[src/rtl/pipeline_pkg.sv]
// Shared types and constants for the pipeline front end.
// Bit 0 is the MSB on every bus ([0:WORD_W-1] ordering).
package pipeline_pkg;

    localparam int WORD_W = 32;

    typedef logic [0:WORD_W-1] word_t;

    localparam word_t NOP_INSTR = 32'h0000_0000;
    localparam word_t PC_INCR   = 32'd4;

    // One fetch queue slot: address of the following instruction, then the instruction.
    typedef struct packed {
        word_t next_pc;
        word_t instr;
    } fetch_entry_t;

endpackage

[src/rtl/fetch_queue.sv]
// Small FIFO of fetched instructions with a synchronous flush.
// DEPTH must be a power of two so the pointers wrap by natural overflow.
module fetch_queue
    import pipeline_pkg::*;
#(
    parameter  int DEPTH = 2,
    localparam int PTR_W = $clog2(DEPTH),
    localparam int CNT_W = PTR_W + 1
) (
    input  logic               clk,
    input  logic               rst_n,
    input  logic               flush,
    input  logic               push,
    input  fetch_entry_t       push_entry,
    input  logic               pop,
    output logic [CNT_W-1:0]   count,
    output fetch_entry_t       head
);

    fetch_entry_t       mem_q [DEPTH];
    fetch_entry_t       mem_d [DEPTH];
    logic [PTR_W-1:0]   wr_ptr_q, wr_ptr_d;
    logic [PTR_W-1:0]   rd_ptr_q, rd_ptr_d;
    logic [CNT_W-1:0]   count_q, count_d;

    // Next-state for pointers, occupancy and storage; flush beats push and pop.
    always_comb begin
        // NOTE: every signal gets a default first so no path leaves it unassigned (no latch).
        mem_d    = mem_q;
        wr_ptr_d = wr_ptr_q;
        rd_ptr_d = rd_ptr_q;
        count_d  = count_q;
        if (flush) begin
            wr_ptr_d = '0;
            rd_ptr_d = '0;
            count_d  = '0;
        end else begin
            if (push) begin
                mem_d[wr_ptr_q] = push_entry;
                wr_ptr_d        = wr_ptr_q + PTR_W'(1);
            end
            if (pop) begin
                rd_ptr_d = rd_ptr_q + PTR_W'(1);
            end
            count_d = count_q + CNT_W'(push) - CNT_W'(pop);
        end
    end

    // Control state register.
    always_ff @(posedge clk or negedge rst_n) begin
        // NOTE: sequential state uses non-blocking assignments so all flops update together.
        if (!rst_n) begin
            wr_ptr_q <= '0;
            rd_ptr_q <= '0;
            count_q  <= '0;
        end else begin
            wr_ptr_q <= wr_ptr_d;
            rd_ptr_q <= rd_ptr_d;
            count_q  <= count_d;
        end
    end

    // Entry storage.
    always_ff @(posedge clk) begin
        // NOTE: storage is not reset; count==0 already marks every slot dead.
        mem_q <= mem_d;
    end

    assign count = count_q;
    assign head  = mem_q[rd_ptr_q];

endmodule

[src/rtl/instruction_fetch.sv]
// Instruction fetch stage: PC, IMEM request issue, epoch-tagged response
// capture and the fetch queue feeding IF/ID.
// Optional feature: define IF_FETCH_CNT_EN to add the fetch_count output.
module instruction_fetch
    import pipeline_pkg::*;
#(
    parameter word_t RESET_PC  = 32'h0000_0000,
    parameter int    BUF_DEPTH = 2
) (
    input  logic        clk,
    input  logic        reset,
    input  logic        stall,
    input  logic        leap,
    input  logic [0:31] leap_addr,
    output logic        imem_req,
    output logic [0:31] imem_addr,
    input  logic [0:31] imem_data,
    output logic        if_valid,
    output logic [0:31] if_nextPC,
    output logic [0:31] if_instr
`ifdef IF_FETCH_CNT_EN
  , output logic [0:31] fetch_count
`endif
);

    localparam int CNT_W = $clog2(BUF_DEPTH) + 1;

    word_t            pc_q, pc_d;
    word_t            resp_next_pc_q, resp_next_pc_d;
    logic             inflight_q, inflight_d;
    logic             tag_q, tag_d;
    logic             epoch_q, epoch_d;
    logic             issue, pop, push;
    logic [CNT_W-1:0] q_count;
    logic [CNT_W:0]   occupancy;
    fetch_entry_t     head;

    // Issue, pop and response-acceptance decisions for this cycle.
    always_comb begin
        if_valid  = (q_count != '0);
        pop       = if_valid & ~stall & ~leap;
        occupancy = {1'b0, q_count} + (CNT_W+1)'(inflight_q) - (CNT_W+1)'(pop);
        // Gating with reset keeps the request low while reset is held.
        issue     = reset & ~leap & (occupancy < (CNT_W+1)'(BUF_DEPTH));
        // A response from an older epoch, or one arriving during a redirect, is dropped.
        push      = inflight_q & (tag_q == epoch_q) & ~leap;
    end

    // Next PC, in-flight bookkeeping and epoch; a redirect outranks issue.
    always_comb begin
        pc_d           = pc_q;
        resp_next_pc_d = resp_next_pc_q;
        tag_d          = tag_q;
        inflight_d     = issue;
        epoch_d        = epoch_q ^ leap;
        if (leap) begin
            pc_d = {leap_addr[0:29], 2'b00};
        end else if (issue) begin
            pc_d           = pc_q + PC_INCR;
            resp_next_pc_d = pc_q + PC_INCR;
            tag_d          = epoch_q;
        end
    end

    // Fetch state register.
    always_ff @(posedge clk or negedge reset) begin
        if (!reset) begin
            pc_q           <= RESET_PC;
            resp_next_pc_q <= '0;
            inflight_q     <= 1'b0;
            tag_q          <= 1'b0;
            epoch_q        <= 1'b0;
        end else begin
            pc_q           <= pc_d;
            resp_next_pc_q <= resp_next_pc_d;
            inflight_q     <= inflight_d;
            tag_q          <= tag_d;
            epoch_q        <= epoch_d;
        end
    end

    fetch_queue #(
        .DEPTH (BUF_DEPTH)
    ) u_queue (
        .clk        (clk),
        .rst_n      (reset),
        .flush      (leap),
        .push       (push),
        .push_entry ({resp_next_pc_q, imem_data}),
        .pop        (pop),
        .count      (q_count),
        .head       (head)
    );

    // Outputs toward IMEM and IF/ID; a bubble presents zeros.
    always_comb begin
        imem_req  = issue;
        imem_addr = pc_q;
        if_instr  = if_valid ? head.instr   : NOP_INSTR;
        if_nextPC = if_valid ? head.next_pc : '0;
    end

`ifdef IF_FETCH_CNT_EN
    logic [0:31] fetch_count_q, fetch_count_d;

    // Delivered-instruction counter, wrapping modulo 2^32.
    always_comb begin
        fetch_count_d = fetch_count_q + 32'(pop);
    end

    // Counter register.
    always_ff @(posedge clk or negedge reset) begin
        if (!reset) fetch_count_q <= '0;
        else        fetch_count_q <= fetch_count_d;
    end

    assign fetch_count = fetch_count_q;
`endif

endmodule

[config.mk]
export PLATFORM = sky130hd
export DESIGN_NAME = instruction_fetch
export DESIGN_NICKNAME = d
export VERILOG_FILES = /design/src/rtl/pipeline_pkg.sv /design/src/rtl/fetch_queue.sv /design/src/rtl/instruction_fetch.sv
export SDC_FILE = /design/constraint.sdc
export NUM_CORES = 1
export LEC_CHECK = 0
export ABC_AREA = 0
export CAP_MARGIN = 20
export CORE_ASPECT_RATIO = 0.6
export CORE_MARGIN = 2
export CORE_UTILIZATION = 52
export CTS_CLUSTER_DIAMETER = 100
export DETAILED_ROUTE_END_ITERATION = 10
export PLACE_DENSITY = 0.8
export SLEW_MARGIN = 20
export SYNTH_ARGS = -nofsm -noshare
export SYNTH_HDL_FRONTEND = slang
export SYNTH_HIERARCHICAL = 1
export SYNTH_SLANG_ARGS = --single-unit
[constraint.sdc]
create_clock -name clk -period 8.3 [get_ports clk]
set_input_delay 2.075 -clock clk [delete_from_list [all_inputs] [get_ports clk]]
set_output_delay 2.075 -clock clk [all_outputs]
set_load 0.02 [all_outputs]
==> metrics.txt, run 1 <==
post-synthesis instance total 624; layout cell share with drive strength beyond 1 14.9%; Critical Path Sink Type primary output; CTS clk-pin slew, worst paths 0.06 ns; Worst Path Arrival 4.88 ns; Synthesis Warnings 6; status finished clean; top layer reached by signal wires met4; CTS sink cnt 195; final wirelength 18,500 µm; relative slew slack 29.9%; Max Slew Vio Count 0; I/O pin cnt 166; metal1 wirelength 8200 µm; clock latency on the worst-skew pair 0.43 ns; top-count cell post-synth edfxtp_1; vias in the first global route 5,674; post-route cell area 11,000 µm²; met2 wire length 8730 µm; worst hold path type reg2reg; Die ar. 17,800 µm²; maximum VDD drop 0.152 mV; Syn-to-layout area delta 27.1%; Inst Count DP 989; Synth Cell Area 8690 µm²; GR Overflow Total 0; Post-CTS Hold Buffers 0; Leak Pwr 4.07 nW; WL per Instance 18.1 µm; final hold viol count 0; Internal Power 0.00198 W; clock buffer depth 2; Setup-failing EPs final 0; Die X 171 µm; Critical Path Fanout Max 3; Primary FF master, synth edfxtp_1; Root Driver clkbuf_16; CTS tree built; core footprint 16,300 µm²; DRT Pass-1 Iters 6; first-pass GRT wire length 29,600 µm; crit share post-route 83.8%; clk_skew 0.0123 ns; DR vias 5,545; Post-CTS Setup Bufs 0; number of diodes 0; Startpoint Class primary input; share of the synthesized area in the top cell type 44.2%; DP HPWL 12,200 µm; clock network power share 27.1%; max cap viols 0; initial antenna violation count 0; setup repair after global routing missed its margin no; Iteration-0 DRC Markers 512; Post-Syn Area per Cell 13.9 µm²; die span in y 104 µm; placer congestion estimate 0.846; largest cells by area after synthesis edfxtp_1, dfrtp_1, mux2_4; GRT Util Overall 21.7%; switching share of power 31.6%; Fmax 144 MHz; Vias/cell 5.43; Yosys cell types 45; TritonCTS Buffers 17; Post-DP Area 10,500 µm²; switching pwr 0.000916 W; Post-DRT Antenna Nets 0; final core utilization 67.7%; detailed-route DRC error count 0; Worst Tran Pin Value 1.05 ns; Tmin final 6.96 ns; CTS HTree Levels 4; Seq/Total Area, Yosys 63.5%; setup ws final 1.34 ns; PD cells 262 nW/µm²; largest net degree at the start of global routing 90; CP required 6.23 ns; Final nets 854; starting density of the core 53.3%; Gates resized, CTS repair 0; num rows 36; Yosys reg bits 195; asr flop ratio synth 34.4%; Non-Filler Instances 1,022; setup TNS 0 ns; cell taking the most area after synthesis edfxtp_1; total length of routed met3 wires 1300 µm; Post-synth top cells edfxtp_1, dfrtp_1, and2_1; EDFF count, synth 128; worst slack at placement 1.34 ns; Combinational Power Share 26.3%; number of port buffers 161; sequential fraction of design power 46.6%; Setup CP Type in2out
## path summary, 6_finish.rpt
path	from	endpoint	slack [ns]	cells past startpoint
setup / recovery	stall	imem_req	1.34	9
hold / removal	resp_next_pc_q[10]$_DFFE_PN0P_	u_queue/mem_q[106]$_DFFE_PP_	0.47	0
setup reg to reg	u_queue/count[1]$_DFF_PN0_	imem_addr[24]$_DFFE_PN0P_	4.29	11
hold reg to reg	resp_next_pc_q[10]$_DFFE_PN0P_	u_queue/mem_q[106]$_DFFE_PP_	0.47	0
max in group asynchronous	reset	u_queue/rd_ptr_q$_DFFE_PN0P_	5.76	2
min in group asynchronous	reset	resp_next_pc_q[12]$_DFFE_PN0P_	1.90	2
## sequential cells by signal (all words and copies together), names as in the netlist
register          cells
u_queue/mem_q       128
inflight_q            1
epoch_q               1
imem_addr            30
u_queue/count         2
tag_q                 1
resp_next_pc_q       30
u_queue/wr_ptr_q      1
u_queue/rd_ptr_q      1
## critical path, cell delays in order
cell	delay (ns)
clkdlybuf4s50_1	0.46
nor3b_1	0.46
ha_1	0.31
nand2b_1	0.15
fa_1	0.37
xnor2_1	0.18
nand4_1	0.14
inv_1	0.12
clkdlybuf4s50_1	0.61
## through the flow
stage	hold WS [ns]	total power, W
global placement	0.452	0.00211
CTS	0.472	0.00292
finish	0.470	0.00290
floorplan	0.442	0.00178
detailed placement	0.456	0.00213
global route	0.488	0.00304
## power by group through the flow
stage | registers (W) | clock network [W] | logic, W
CTS | 0.00135 | 0.000806 | 0.000768
global route | 0.00137 | 0.000847 | 0.000826
floorplan | 0.00136 | 0 | 0.000424
detailed placement | 0.00137 | 0 | 0.000765
global placement | 0.00136 | 0 | 0.000750
finish | 0.00135 | 0.000786 | 0.000761
## layout by cell type, fill, tap and decap left out, drive strengths merged, types with 3 or more instances in the layout
cell,n
inv,18
nor3,4
a21oi,4
nor2b,6
nor4,5
or3,3
xnor2,14
and3,7
clkdlybuf4s50,160
and4,5
a22oi,14
nand4,10
ha,4
and2,65
edfxtp,128
a221o,9
nor3b,5
dfrtp,67
nand3,17
conb,6
xor2,16
clkbuf,19
nor2,16
nand2,47
o21ai,52
o311ai,4
mux2,64
buf,10
## final cells by class
type                       count  area, µm²
fill                        1195       5260
timing repair buffer         170       1690
inverter                       8       30.0
multi-input combinational    389       2950
clock buffer                  19        433
sequential                   195       5520
tap                          228        285
clock inverter                13        133
## routing by layer
layer	GRT usage (%)	vias up
met1	29.6	2730
met2	34.2	208
met5	0	-
met3	5.78	25
met4	7.14	0
li1	-	2582
## cell families after synthesis
kind of cell / Yosys count / synth area share (%)
AOI/OAI and AO/OA: 87 / 6.19
xor gates and xnor gates: 31 / 3.28
adders and majority gates: 5 / 0.806
buffers and inverters: 45 / 2.81
DFF: 195 / 63.5
muxes: 64 / 10.5
other: 1 / 0.0431
and+or+nand+nor: 196 / 12.9
No activity file was read; power rests on OpenSTA's default activity.
==> run 2, diff against run 1 <==
clock period = 7.2 ns   (was 8.3 ns; I/O delays follow)
==> metrics.txt, run 2 (same netlist as run 1, synthesis figures left out) <==
CP most frequent cell clkdlybuf4s50_1; vias in the first global route 5,602; switching share of power 31.6%; Combinational Power Share 26.0%; WL per Instance 17.9 µm; detailed-route DRC error count 0; Leak Pwr 4.08 nW; status finished clean; Vias/cell 5.44; Gates resized, CTS repair 0; clock latency on the worst-skew pair 0.43 ns; switching pwr 0.00106 W; Worst Path Arrival 4.48 ns; Setup CP Type in2out; Syn-to-layout area delta 27.0%; TritonCTS Buffers 17; starting density of the core 53.3%; Final nets 854; DRT Pass-1 Iters 5; final hold viol count 0; largest net degree at the start of global routing 90; max reg flops 128; number of port buffers 161; sequential fraction of design power 46.8%; Post-CTS Hold Buffers 0; final wirelength 18,300 µm; first-pass GRT wire length 29,400 µm; Critical Path Fanout Max 3; Root Driver clkbuf_16; PD cells 303 nW/µm²; most common cell after layout, fill and taps aside clkdlybuf4s50_1; Fill cells 1,186; CTS clk-pin slew, worst paths 0.07 ns; I/O pin cnt 166; DP HPWL 12,000 µm; critical path, cell by cell clkdlybuf4s50_1 > nor3b_1 > ha_1 > nand2b_1 > fa_1 > xnor2_1 > nand4_1 > inv_1 > clkdlybuf4s50_1; relative slew slack 32.9%; CP max stage cell clkdlybuf4s50_1; Tmin final 6.28 ns; commonest cells after routing, fill and taps aside clkdlybuf4s50_1, edfxtp_1, dfrtp_1, and2_1, o21ai_0; Die ar. 17,800 µm²; die span in y 104 µm; Setup-failing EPs final 0; Fmax 159 MHz; setup TNS 0 ns; initial antenna violation count 0; layout cell share with drive strength beyond 1 14.9%; worst hold path type reg2reg; Post-CTS Setup Bufs 0; CTS HTree Levels 4; Die X 171 µm; DR vias 5,556; Post-DP Area 10,500 µm²; setup repair after global routing missed its margin no; CTS tree built; maximum VDD drop 0.154 mV; CP required 5.40 ns; clk_skew 0.0111 ns; Startpoint Class primary input; number of diodes 0; Reg with most FFs u_queue/mem_q; Non-Filler Instances 1,022; GRT Util Overall 21.3%; max cap viols 0; Post-DRT Antenna Nets 0; Inst Count DP 990; max incr delay on CP 0.60 ns; clock network power share 27.2%; Worst Tran Pin Value 1.00 ns; crit share post-route 87.3%; core footprint 16,300 µm²; num rows 36; CTS sink cnt 195; post-route cell area 11,000 µm²; clock buffer depth 2; Critical Path Sink Type primary output; Iteration-0 DRC Markers 514; Max Slew Vio Count 0; GR Overflow Total 0; Internal Power 0.00229 W; placer congestion estimate 0.859
-- run 2: stage by stage --
step           utilization [%]  power (W)  hold WS [ns]  worst slack, ns
6_report                  67.7    0.00334         0.475            0.917
5_1_grt                   67.7    0.00350         0.486            0.708
4_1_cts                   67.7    0.00337         0.472            0.894
3_5_place_dp              64.2    0.00246         0.454            0.909
3_3_place_gp              64.2    0.00243         0.454            0.889
2_1_floorplan                -    0.00205         0.442             1.20
-- run 2: cell type report --
type                    count  area (µm²)  area share, %
flip-flops and latches    195        5520           50.0
multi-input cells         389        2960           26.8
repair buffers            170        1670           15.2
clock buffers              19         433           3.92
well taps                 228         285           2.58
clock inverters            13         136           1.24
inverters                   8        30.0          0.272
-- run 2: power by group through the flow --
stage / registers (W) / clock network, W / logic [W]
finish: 0.00157 / 0.000910 / 0.000869
global route: 0.00159 / 0.000972 / 0.000943
CTS: 0.00156 / 0.000925 / 0.000879
detailed placement: 0.00159 / 0 / 0.000874
global placement: 0.00157 / 0 / 0.000857
floorplan: 0.00156 / 0 / 0.000489
-- run 2: critical path: cells and delay by family --
| kind | cells | cell delay, ns |
|---|---|---|
| XOR/XNOR | 1 | 0.16 |
| AND/OR/NAND/NOR | 3 | 0.69 |
| buffers and inverters | 3 | 1.15 |
| adder cells (fa/ha/maj) | 2 | 0.67 |
-- run 2: routing by layer --
metal	routed length (µm)	track usage (%)	vias up
met5	0	0	-
met4	245	6.54	0
li1	-	-	2580
met2	8440	33.0	210
met3	1380	4.87	24
met1	8220	30.1	2742
-- run 2: worst paths after layout --
check | startpoint | cells past startpoint | end | slack, ns
setup / recovery | stall | 9 | imem_req | 0.92
hold / removal | resp_next_pc_q[28]$_DFFE_PN0P_ | 0 | u_queue/mem_q[124]$_DFFE_PP_ | 0.47
setup reg to reg | u_queue/count[1]$_DFF_PN0_ | 11 | imem_addr[23]$_DFFE_PN0P_ | 3.76
hold reg to reg | resp_next_pc_q[28]$_DFFE_PN0P_ | 0 | u_queue/mem_q[124]$_DFFE_PP_ | 0.47
max in group asynchronous | reset | 2 | u_queue/rd_ptr_q$_DFFE_PN0P_ | 4.90
min in group asynchronous | reset | 2 | imem_addr[20]$_DFFE_PN0P_ | 1.63
==> run 3, diff against run 2 <==
CORE_MARGIN = 5   (was 2)
SKIP_CTS_REPAIR_TIMING = 1   (was unset)
==> metrics.txt, run 3 (same netlist as run 1, synthesis figures left out) <==
Vias/cell 5.44; Worst Hold Launch resp_next_pc_q[17]$_DFFE_PN0P_; worst slack at placement 0.857 ns; num rows 36; Fill cells 1,168; final hold viol count 0; layout cell share with drive strength beyond 1 15.1%; Critical Path Sink Type primary output; Post-DP Area 10,500 µm²; vias in the first global route 5,732; Die ar. 19,500 µm²; commonest cells after routing, fill and taps aside clkdlybuf4s50_1, edfxtp_1, dfrtp_1, and2_1, o21ai_0; starting density of the core 53.3%; Root Driver clkbuf_16; die span in y 110 µm; Critical Path Fanout Max 3; CP most frequent cell clkdlybuf4s50_1; CTS tree built; final wirelength 19,200 µm; sequential fraction of design power 46.1%; clock buffer depth 2; WL per Instance 18.8 µm; placer congestion estimate 0.874; number of diodes 0; CP max stage cell clkdlybuf4s50_1; crit path from stall; setup repair after global routing missed its margin no; critical path, cell by cell clkdlybuf4s50_1 > nor3b_1 > ha_1 > nand2b_1 > fa_1 > xnor2_1 > nand4_1 > inv_1 > clkdlybuf4s50_1; number of port buffers 161; Fmax 158 MHz; Syn-to-layout area delta 27.5%; switching share of power 31.5%; clock network power share 28.2%; PD cells 306 nW/µm²; post-route cell area 11,100 µm²; Tmin final 6.32 ns; Max Slew Vio Count 0; Worst Path Arrival 4.52 ns; Worst Tran Pin Value 1.08 ns; DP HPWL 12,900 µm; relative slew slack 27.6%; CTS clk-pin slew, worst paths 0.07 ns; status finished clean; Final nets 854; Buf/Inv on CP 3; Leak Pwr 4.09 nW; switching pwr 0.00107 W; maximum VDD drop 0.163 mV; most common cell after layout, fill and taps aside clkdlybuf4s50_1; initial antenna violation count 0; worst hold path type reg2reg; Internal Power 0.00232 W; setup TNS 0 ns; Die X 177 µm; CP required 5.40 ns; largest net degree at the start of global routing 90; Top delay family on crit path buffers and inverters; Setup CP Type in2out; CTS HTree Levels 4; clock latency on the worst-skew pair 0.43 ns; FF-to-FF Start u_queue/count[1]$_DFF_PN0_; setup ws final 0.880 ns; Iteration-0 DRC Markers 609; DR vias 5,564; Post-DRT Antenna Nets 0; TritonCTS Buffers 17; first-pass GRT wire length 30,600 µm; DRT Pass-1 Iters 5; GR Overflow Total 0; max incr delay on CP 0.60 ns; detailed-route DRC error count 0; max cap viols 0; Hold Slack 0.472 ns; core footprint 16,300 µm²; Startpoint Class primary input; I/O pin cnt 166; Setup-failing EPs final 0; CTS sink cnt 195; clk_skew 0.0149 ns; Reg with most FFs u_queue/mem_q; crit share post-route 87.8%; GRT Util Overall 20.2%; max reg flops 128; Combinational Power Share 25.7%
==> run 3: cell count changes in the layout (fill, tap and decap cells not counted), sizes merged <==
cell,previous run,this run
inv,18,15
clkinv,3,6
bufinv,0,1
clkbuf,19,17
clkinvlp,0,1
==> run 3: layout make-up <==
class                      instances  area, µm²  area share (%)
inverter                           8       30.0           0.271
clock inverter                    15        185            1.67
clock buffer                      17        425            3.84
tap                              228        285            2.57
sequential                       195       5520            49.8
timing repair buffer             170       1670            15.1
multi-input combinational        389       2960            26.7
==> run 3: metrics by stage <==
| stage | total power (W) | utilization (%) | std cells |
|---|---|---|---|
| 2_1_floorplan | 0.00205 | - | 629 |
| 3_3_place_gp | 0.00243 | 64.2 | 990 |
| 3_5_place_dp | 0.00246 | 64.2 | 990 |
| 4_1_cts | 0.00342 | 68.0 | 1022 |
| 5_1_grt | 0.00356 | 68.0 | 1022 |
| 6_report | 0.00339 | 68.0 | 1022 |
==> run 3: power by group through the flow <==
stage / Sequential (W) / Clock [W] / Combinational (W)
CTS: 0.00156 / 0.000979 / 0.000882
floorplan: 0.00156 / 0 / 0.000489
global route: 0.00159 / 0.00103 / 0.000943
global placement: 0.00157 / 0 / 0.000862
detailed placement: 0.00159 / 0 / 0.000877
finish: 0.00156 / 0.000955 / 0.000871
==> run 3: worst register-to-register path, stage by stage, from the launching register on <==
cell      delay (ns)
dfrtp_1         0.44
or2_2           0.16
nor3b_1         0.40
ha_1            0.31
nand2b_1        0.16
fa_1            0.38
xnor2_1         0.13
nand4_1         0.12
buf_4           0.63
nand2b_1        0.37
o21ai_0         0.20
a221o_1         0.19
==> run 3: worst paths after layout <==
kind | slack, ns | endpoint | cells after the start
worst max-delay path | 0.88 | imem_req | 9
worst min-delay path | 0.47 | u_queue/mem_q[49]$_DFFE_PP_ | 0
worst max register to register | 3.64 | imem_addr[23]$_DFFE_PN0P_ | 11
worst min register to register | 0.47 | u_queue/mem_q[49]$_DFFE_PP_ | 0
max in group asynchronous | 4.90 | u_queue/rd_ptr_q$_DFFE_PN0P_ | 2
min in group asynchronous | 1.64 | resp_next_pc_q[8]$_DFFE_PN0P_ | 2
==> run 3: per-layer routing <==
layer | track usage, % | part of all wire [%] | up-vias
met5 | 0 | 0 | -
met4 | 3.97 | 0.83 | 0
li1 | - | - | 2568
met2 | 32.5 | 47 | 206
met3 | 5.62 | 7.3 | 15
met1 | 28.3 | 45 | 2775
